## src/rtl/instruction_fetch_unit.sv

```systemverilog
// Instruction fetch unit: owns the PC, issues in-order word fetches to instruction memory,
// buffers returned words in a small FIFO and hands {instruction, pc} to decode.
// A redirect flushes the buffer and arranges for in-flight responses to be dropped.
module instruction_fetch_unit #(
  parameter int unsigned                ADDRESS_WIDTH = 32,
  parameter int unsigned                BUFFER_DEPTH  = 2,
  parameter logic [ADDRESS_WIDTH-1:0]   RESET_PC      = '0
) (
  input  logic                     clock,
  input  logic                     reset_n,
  // Memory request (valid/ready)
  output logic                     imem_request_valid,
  input  logic                     imem_request_ready,
  output logic [ADDRESS_WIDTH-1:0] imem_address,
  // Memory response (valid only, in order)
  input  logic                     imem_response_valid,
  input  logic [31:0]              imem_response_data,
  // Decode side (valid/ready)
  output logic                     instruction_valid,
  input  logic                     instruction_ready,
  output logic [31:0]              instruction,
  output logic [ADDRESS_WIDTH-1:0] instruction_pc,
  // Redirect from decode/execute
  input  logic                     redirect,
  input  logic [ADDRESS_WIDTH-1:0] redirect_target
);

  localparam int unsigned PtrWidth     = $clog2(BUFFER_DEPTH);
  localparam int unsigned CountWidth   = PtrWidth + 1;
  // Discards can pile up across back-to-back redirects; 8 bits is far beyond any real backlog.
  localparam int unsigned DiscardWidth = 8;
  localparam logic [CountWidth:0] DepthCredits = (CountWidth + 1)'(BUFFER_DEPTH);

  logic [ADDRESS_WIDTH-1:0] pc_q, pc_d;

  logic [31:0]              fifo_data_q [BUFFER_DEPTH];
  logic [ADDRESS_WIDTH-1:0] fifo_pc_q   [BUFFER_DEPTH];
  logic [PtrWidth-1:0]      fifo_wr_q, fifo_wr_d;
  logic [PtrWidth-1:0]      fifo_rd_q, fifo_rd_d;
  logic [CountWidth-1:0]    count_q, count_d;

  // Addresses of accepted-but-unanswered requests, so each kept response gets its PC.
  logic [ADDRESS_WIDTH-1:0] addr_queue_q [BUFFER_DEPTH];
  logic [PtrWidth-1:0]      aq_wr_q, aq_wr_d;
  logic [PtrWidth-1:0]      aq_rd_q, aq_rd_d;
  logic [CountWidth-1:0]    outstanding_q, outstanding_d;

  logic [DiscardWidth-1:0]  discard_q, discard_d;

  logic [CountWidth:0]      credit_used;
  logic                     accept;
  logic                     resp_drop;
  logic                     resp_keep;
  logic                     push;
  logic                     pop;

  // Handshake decode and combinational outputs
  always_comb begin
    credit_used        = {1'b0, count_q} + {1'b0, outstanding_q};
    // reset_n gate keeps the request low while the counters sit at their reset values
    imem_request_valid = reset_n && !redirect && (credit_used < DepthCredits);
    imem_address       = pc_q;
    accept             = imem_request_valid && imem_request_ready;
    resp_drop          = imem_response_valid && (discard_q != '0);
    resp_keep          = imem_response_valid && (discard_q == '0);
    push               = resp_keep && !redirect;
    instruction_valid  = (count_q != '0);
    pop                = instruction_valid && instruction_ready;
    instruction        = instruction_valid ? fifo_data_q[fifo_rd_q] : '0;
    instruction_pc     = instruction_valid ? fifo_pc_q[fifo_rd_q] : '0;
  end

  // Next-state for PC, pointers and counters; redirect overrides everything
  always_comb begin
    pc_d          = pc_q;
    fifo_wr_d     = fifo_wr_q;
    fifo_rd_d     = fifo_rd_q;
    count_d       = count_q;
    aq_wr_d       = aq_wr_q;
    aq_rd_d       = aq_rd_q;
    outstanding_d = outstanding_q;
    discard_d     = discard_q - DiscardWidth'(resp_drop);

    if (redirect) begin
      pc_d          = redirect_target;
      fifo_wr_d     = '0;
      fifo_rd_d     = '0;
      count_d       = '0;
      aq_wr_d       = '0;
      aq_rd_d       = '0;
      outstanding_d = '0;
      // Everything still in flight (minus a response landing now) must be dropped later.
      discard_d     = discard_d + DiscardWidth'(outstanding_q) - DiscardWidth'(resp_keep);
    end else begin
      if (accept) begin
        pc_d    = pc_q + ADDRESS_WIDTH'(4);
        aq_wr_d = aq_wr_q + PtrWidth'(1);
      end
      if (resp_keep) begin
        aq_rd_d = aq_rd_q + PtrWidth'(1);
      end
      if (push) begin
        fifo_wr_d = fifo_wr_q + PtrWidth'(1);
      end
      if (pop) begin
        fifo_rd_d = fifo_rd_q + PtrWidth'(1);
      end
      unique case ({push, pop})
        2'b10:   count_d = count_q + CountWidth'(1);
        2'b01:   count_d = count_q - CountWidth'(1);
        default: count_d = count_q;
      endcase
      unique case ({accept, resp_keep})
        2'b10:   outstanding_d = outstanding_q + CountWidth'(1);
        2'b01:   outstanding_d = outstanding_q - CountWidth'(1);
        default: outstanding_d = outstanding_q;
      endcase
    end
  end

  // Control state register
  always_ff @(posedge clock or negedge reset_n) begin
    if (!reset_n) begin
      pc_q          <= RESET_PC;
      fifo_wr_q     <= '0;
      fifo_rd_q     <= '0;
      count_q       <= '0;
      aq_wr_q       <= '0;
      aq_rd_q       <= '0;
      outstanding_q <= '0;
      discard_q     <= '0;
    end else begin
      pc_q          <= pc_d;
      fifo_wr_q     <= fifo_wr_d;
      fifo_rd_q     <= fifo_rd_d;
      count_q       <= count_d;
      aq_wr_q       <= aq_wr_d;
      aq_rd_q       <= aq_rd_d;
      outstanding_q <= outstanding_d;
      discard_q     <= discard_d;
    end
  end

  // Storage arrays; contents only matter once qualified by the counters
  always_ff @(posedge clock) begin
    if (accept) begin
      addr_queue_q[aq_wr_q] <= pc_q;
    end
    if (push) begin
      fifo_data_q[fifo_wr_q] <= imem_response_data;
      fifo_pc_q[fifo_wr_q]   <= addr_queue_q[aq_rd_q];
    end
  end

endmodule
```

## config.mk

```make
export PLATFORM = sky130hd
export DESIGN_NAME = instruction_fetch_unit
export DESIGN_NICKNAME = d
export VERILOG_FILES = /design/src/rtl/instruction_fetch_unit.sv
export SDC_FILE = /design/constraint.sdc
export NUM_CORES = 1
export LEC_CHECK = 0
export ABC_CLOCK_PERIOD_IN_PS = 16600
export BUFFER_PORTS_ARGS = -buffer_cell sky130_fd_sc_hd__buf_2
export CAP_MARGIN = 20
export CORE_MARGIN = 10
export CORE_UTILIZATION = 60
export CTS_CLUSTER_SIZE = 14
export DETAILED_ROUTE_END_ITERATION = 6
export PLACE_DENSITY_LB_ADDON = 0.25
export SLEW_MARGIN = 20
export SYNTH_ARGS = -nofsm -noshare
export SYNTH_HDL_FRONTEND = slang
export SYNTH_SLANG_ARGS = --single-unit
```

## constraint.sdc

```tcl
create_clock -name clock -period 16.6 [get_ports clock]
set_input_delay 3.32 -clock clock [delete_from_list [all_inputs] [get_ports clock]]
set_output_delay 3.32 -clock clock [all_outputs]
set_load 0.02 [all_outputs]
```

==> summary.md <==
| Metric | Value |
|---|---|
| Status | `finished, final reports clean` |
| Share of cells above drive strength 1 | `28.4%` |
| Maximum fanout along the worst path | `49` |
| # port buffers | `167` |
| Clk slew on worst S/H paths | `0.06 ns` |
| Final setup fails | `0` |
| Post-route clock period utilization | `47.6%` |
| Simple-Gate Fraction of Synth Area | `9.55%` |
| Row count | `47` |
| Number of CTS-inserted buffers | `24` |
| Vias per cell | `5.82` |
| Final Hold Fails | `0` |
| Post-Layout Cell Count | `1134` |
| Longest Clk Path Bufs | `3` |
| Placed cell area | `0.0112 mm^2` |
| Dominant cells by area after synthesis | `edfxtp_1 (57%), dfrtp_1 (12%), mux2i_1 (6.6%)` |
| CP endpoint kind | `output port` |
| Cell variety after synth | `52` |
| Compound-Gate Fraction of Synth Area | `5.94%` |
| Clock root buffer | `clkbuf_16` |
| Startpoint types | `primary input` |
| Yosys top cell by area | `edfxtp_1` |
| Largest net degree at the start of global routing | `65` |
| Final core utilization | `72.0%` |
| Clock Skew | `0.0267 ns` |
| Synth Area per Inst | `14.0 um^2` |
| Hold_buf cts | `0` |
| Xor-xnor portion of the synthesized cell area | `1.63%` |
| Synth top area share | `56.6%` |
| Hold path cells | `0` |
| Worst setup path end | `imem_request_valid` |
| Fillcell total | `1090` |
| Initial antenna violation count | `0` |
| CTS tree | `done` |
| Dpl hpwl | `14.8 mm` |
| Fin crit period | `7.90 ns` |
| RSZ-0062 raised after global routing | `false` |
| Sequential-to-total area share from yosys stat | `68.4%` |
| Ys flop type | `edfxtp_1` |
| Routed wl met3 | `2.17 mm` |
| Worst R2R Path Depth | `14` |
| Router iterations before antenna repair | `5` |
| H-Tree Depth | `1` |
| Final setup TNS | `0 ns` |
| Gp weighted congestion | `0.863` |
| I/O pin cnt | `168` |
| Pleak | `0.00456 uW` |
| Antenna diode instance count | `0` |
| Max layer used | `met4` |
| FMAX | `127 MHz` |
| Final instance area | `0.0120 mm^2` |
| CTS resizes | `0` |
| Post-synth ARST share | `20.0%` |
| Most common cell after layout, fill and taps aside | `edfxtp_1` |
| Postcts setup bufs | `0` |
| M1 wire length | `8.55 mm` |
| Post-synthesis adder-cell area fraction | `1.85%` |
| Final setup margin | `8.70 ns` |
| # clock sinks | `240` |
| VDD IR-drop max | `0.118 mV` |
| Commonest cells after routing, fill and taps aside | `edfxtp_1 (192), buf_2 (167), nor2_1 (93)` |
| Final nets | `979` |
| Remaining Overflow, GRT | `0` |
| GRT Util Overall | `19.3%` |
| DR WL met2 | `11.0 mm` |
| Power density over the cells | `120 mW/mm^2` |
| CP Class | `primary input to output port` |
| Die Width | `150 um` |
| Maxcap violations | `0` |
| Mapped cell area | `0.0102 mm^2` |
| Via count | `6604` |
| Cells after Synth | `730` |
| Die Span Y | `150 um` |
| Clock Latency Late Sink | `0.52 ns` |
| Rel. slew slack | `28.8%` |
| Core Region | `0.0166 mm^2` |
| WP data required | `13.28 ns` |
| Critical path arrival | `4.58 ns` |
| Slew @ Worst Pin | `1.07 ns` |
| Inst Count DP | `1090` |
| Pre-CTS setup slack | `8.68 ns` |
| Post-synthesis mux area share | `10.3%` |
| WL final | `22.3 mm` |
| Reg2reg start | `discard_q[3]` |
| Fin. max-slew vios | `0` |
| Worst setup path startpoint | `reset_n` |
| Yosys warns | `0` |
| Worst min-delay path class | `register to register` |
| Wirelength per Cell | `19.7 um` |
| Starting Density | `61.2%` |
| Antenna-violating nets left | `0` |
| Residual DRC | `0` |
| Vias in the first global route | `6765` |
| Mapped Nets | `813` |
| Yosys reg bits | `240` |
| Die Area | `0.0226 mm^2` |
| Reg2reg end | `discard_q[7]` |
| Syn-to-layout area delta | `17.6%` |
| Largest family of logic cells by synthesized area | `multiplexers` |
| Reg2reg setup slack | `12.85 ns` |
| First-pass GRT wire length | `35.0 mm` |
| Initial DRC Count | `491` |
| Number of synthesized flops with an enable pin | `192` |
cells by family after synthesis:
| group | count (synthesis) |
|---|---|
| flops | 240 |
| simple gates | 208 |
| mux | 101 |
| compound gates | 91 |
| buf+inv | 57 |
| xor+xnor | 19 |
| fa+ha+maj | 14 |
worst min path at each step:
| stage | start | endpoint | slack, ns |
|---|---|---|---|
| after global routing | imem_address[1] | addr_queue_q[0][1] | 0.52 |
| after floorplan | fifo_wr_q | fifo_wr_q | 0.52 |
| after CTS | imem_address[1] | addr_queue_q[0][1] | 0.51 |
| after detailed placement | imem_address[1] | addr_queue_q[0][1] | 0.49 |
| final | imem_address[1] | addr_queue_q[0][1] | 0.51 |
| after global placement | imem_address[1] | addr_queue_q[0][1] | 0.48 |
layout make-up:
| cell class | count | area [um^2] | share of cell area [%] |
|---|---|---|---|
| clock buffer | 39 | 698 | 5.83 |
| clock inverter | 5 | 48.8 | 0.407 |
| inverter | 22 | 82.6 | 0.689 |
| multi-input combinational | 433 | 3010 | 25.1 |
| sequential | 240 | 6970 | 58.2 |
| tap | 220 | 275 | 2.30 |
| timing repair buffer | 175 | 896 | 7.48 |
synthesized netlist by cell type (7+ instances only):
cell      number
edfxtp_1     192
mux2_2        34
a31oi_1        8
nor2_1        95
ha_1          11
inv_1         22
o311ai_1      13
o21ai_0       26
clkbuf_1      18
nand2_1       56
xnor2_1       12
and3_1         7
buf_2          8
xor2_1         7
dfrtp_1       48
nand3_1       14
a21oi_1       16
mux2i_1       67
where the power goes:
group / leakage, uW / switching, uW / total, uW / internal, uW
sequential: 0.00232 / 30.6 / 708 / 677
combinational: 0.00187 / 124 / 220 / 95.7
clock: 0.000364 / 209 / 511 / 302
total: 0.00456 / 364 / 1440 / 1070
per-stage QoR:
stage,power [uW],hold WS [ns]
3_5_place_dp,939,0.494
5_1_grt,1500,0.520
3_3_place_gp,924,0.482
2_1_floorplan,876,0.520
4_1_cts,1450,0.511
6_report,1440,0.510
metal layers:
| metal | global-route usage (%) | up-vias |
|---|---|---|
| li1 | - | 3035 |
| met1 | 23.1 | 3215 |
| met2 | 33.5 | 304 |
| met3 | 4.26 | 50 |
| met4 | 7.39 | 0 |
| met5 | 0 | - |
state kept, by name, summed over array words and instances, names as in the netlist:
signal / cells
count_q: 2
fifo_data_q: 64
outstanding_q: 2
fifo_wr_q: 1
aq_rd_q: 1
addr_queue_q: 64
aq_wr_q: 1
fifo_pc_q: 64
discard_q: 8
imem_address: 32
fifo_rd_q: 1
critical path, cell delays in order:
cell	delay [ns]
buf_2	0.08
buf_4	0.50
nor4b_4	0.42
buf_2	0.24
No activity file was read; power rests on OpenSTA's default activity.
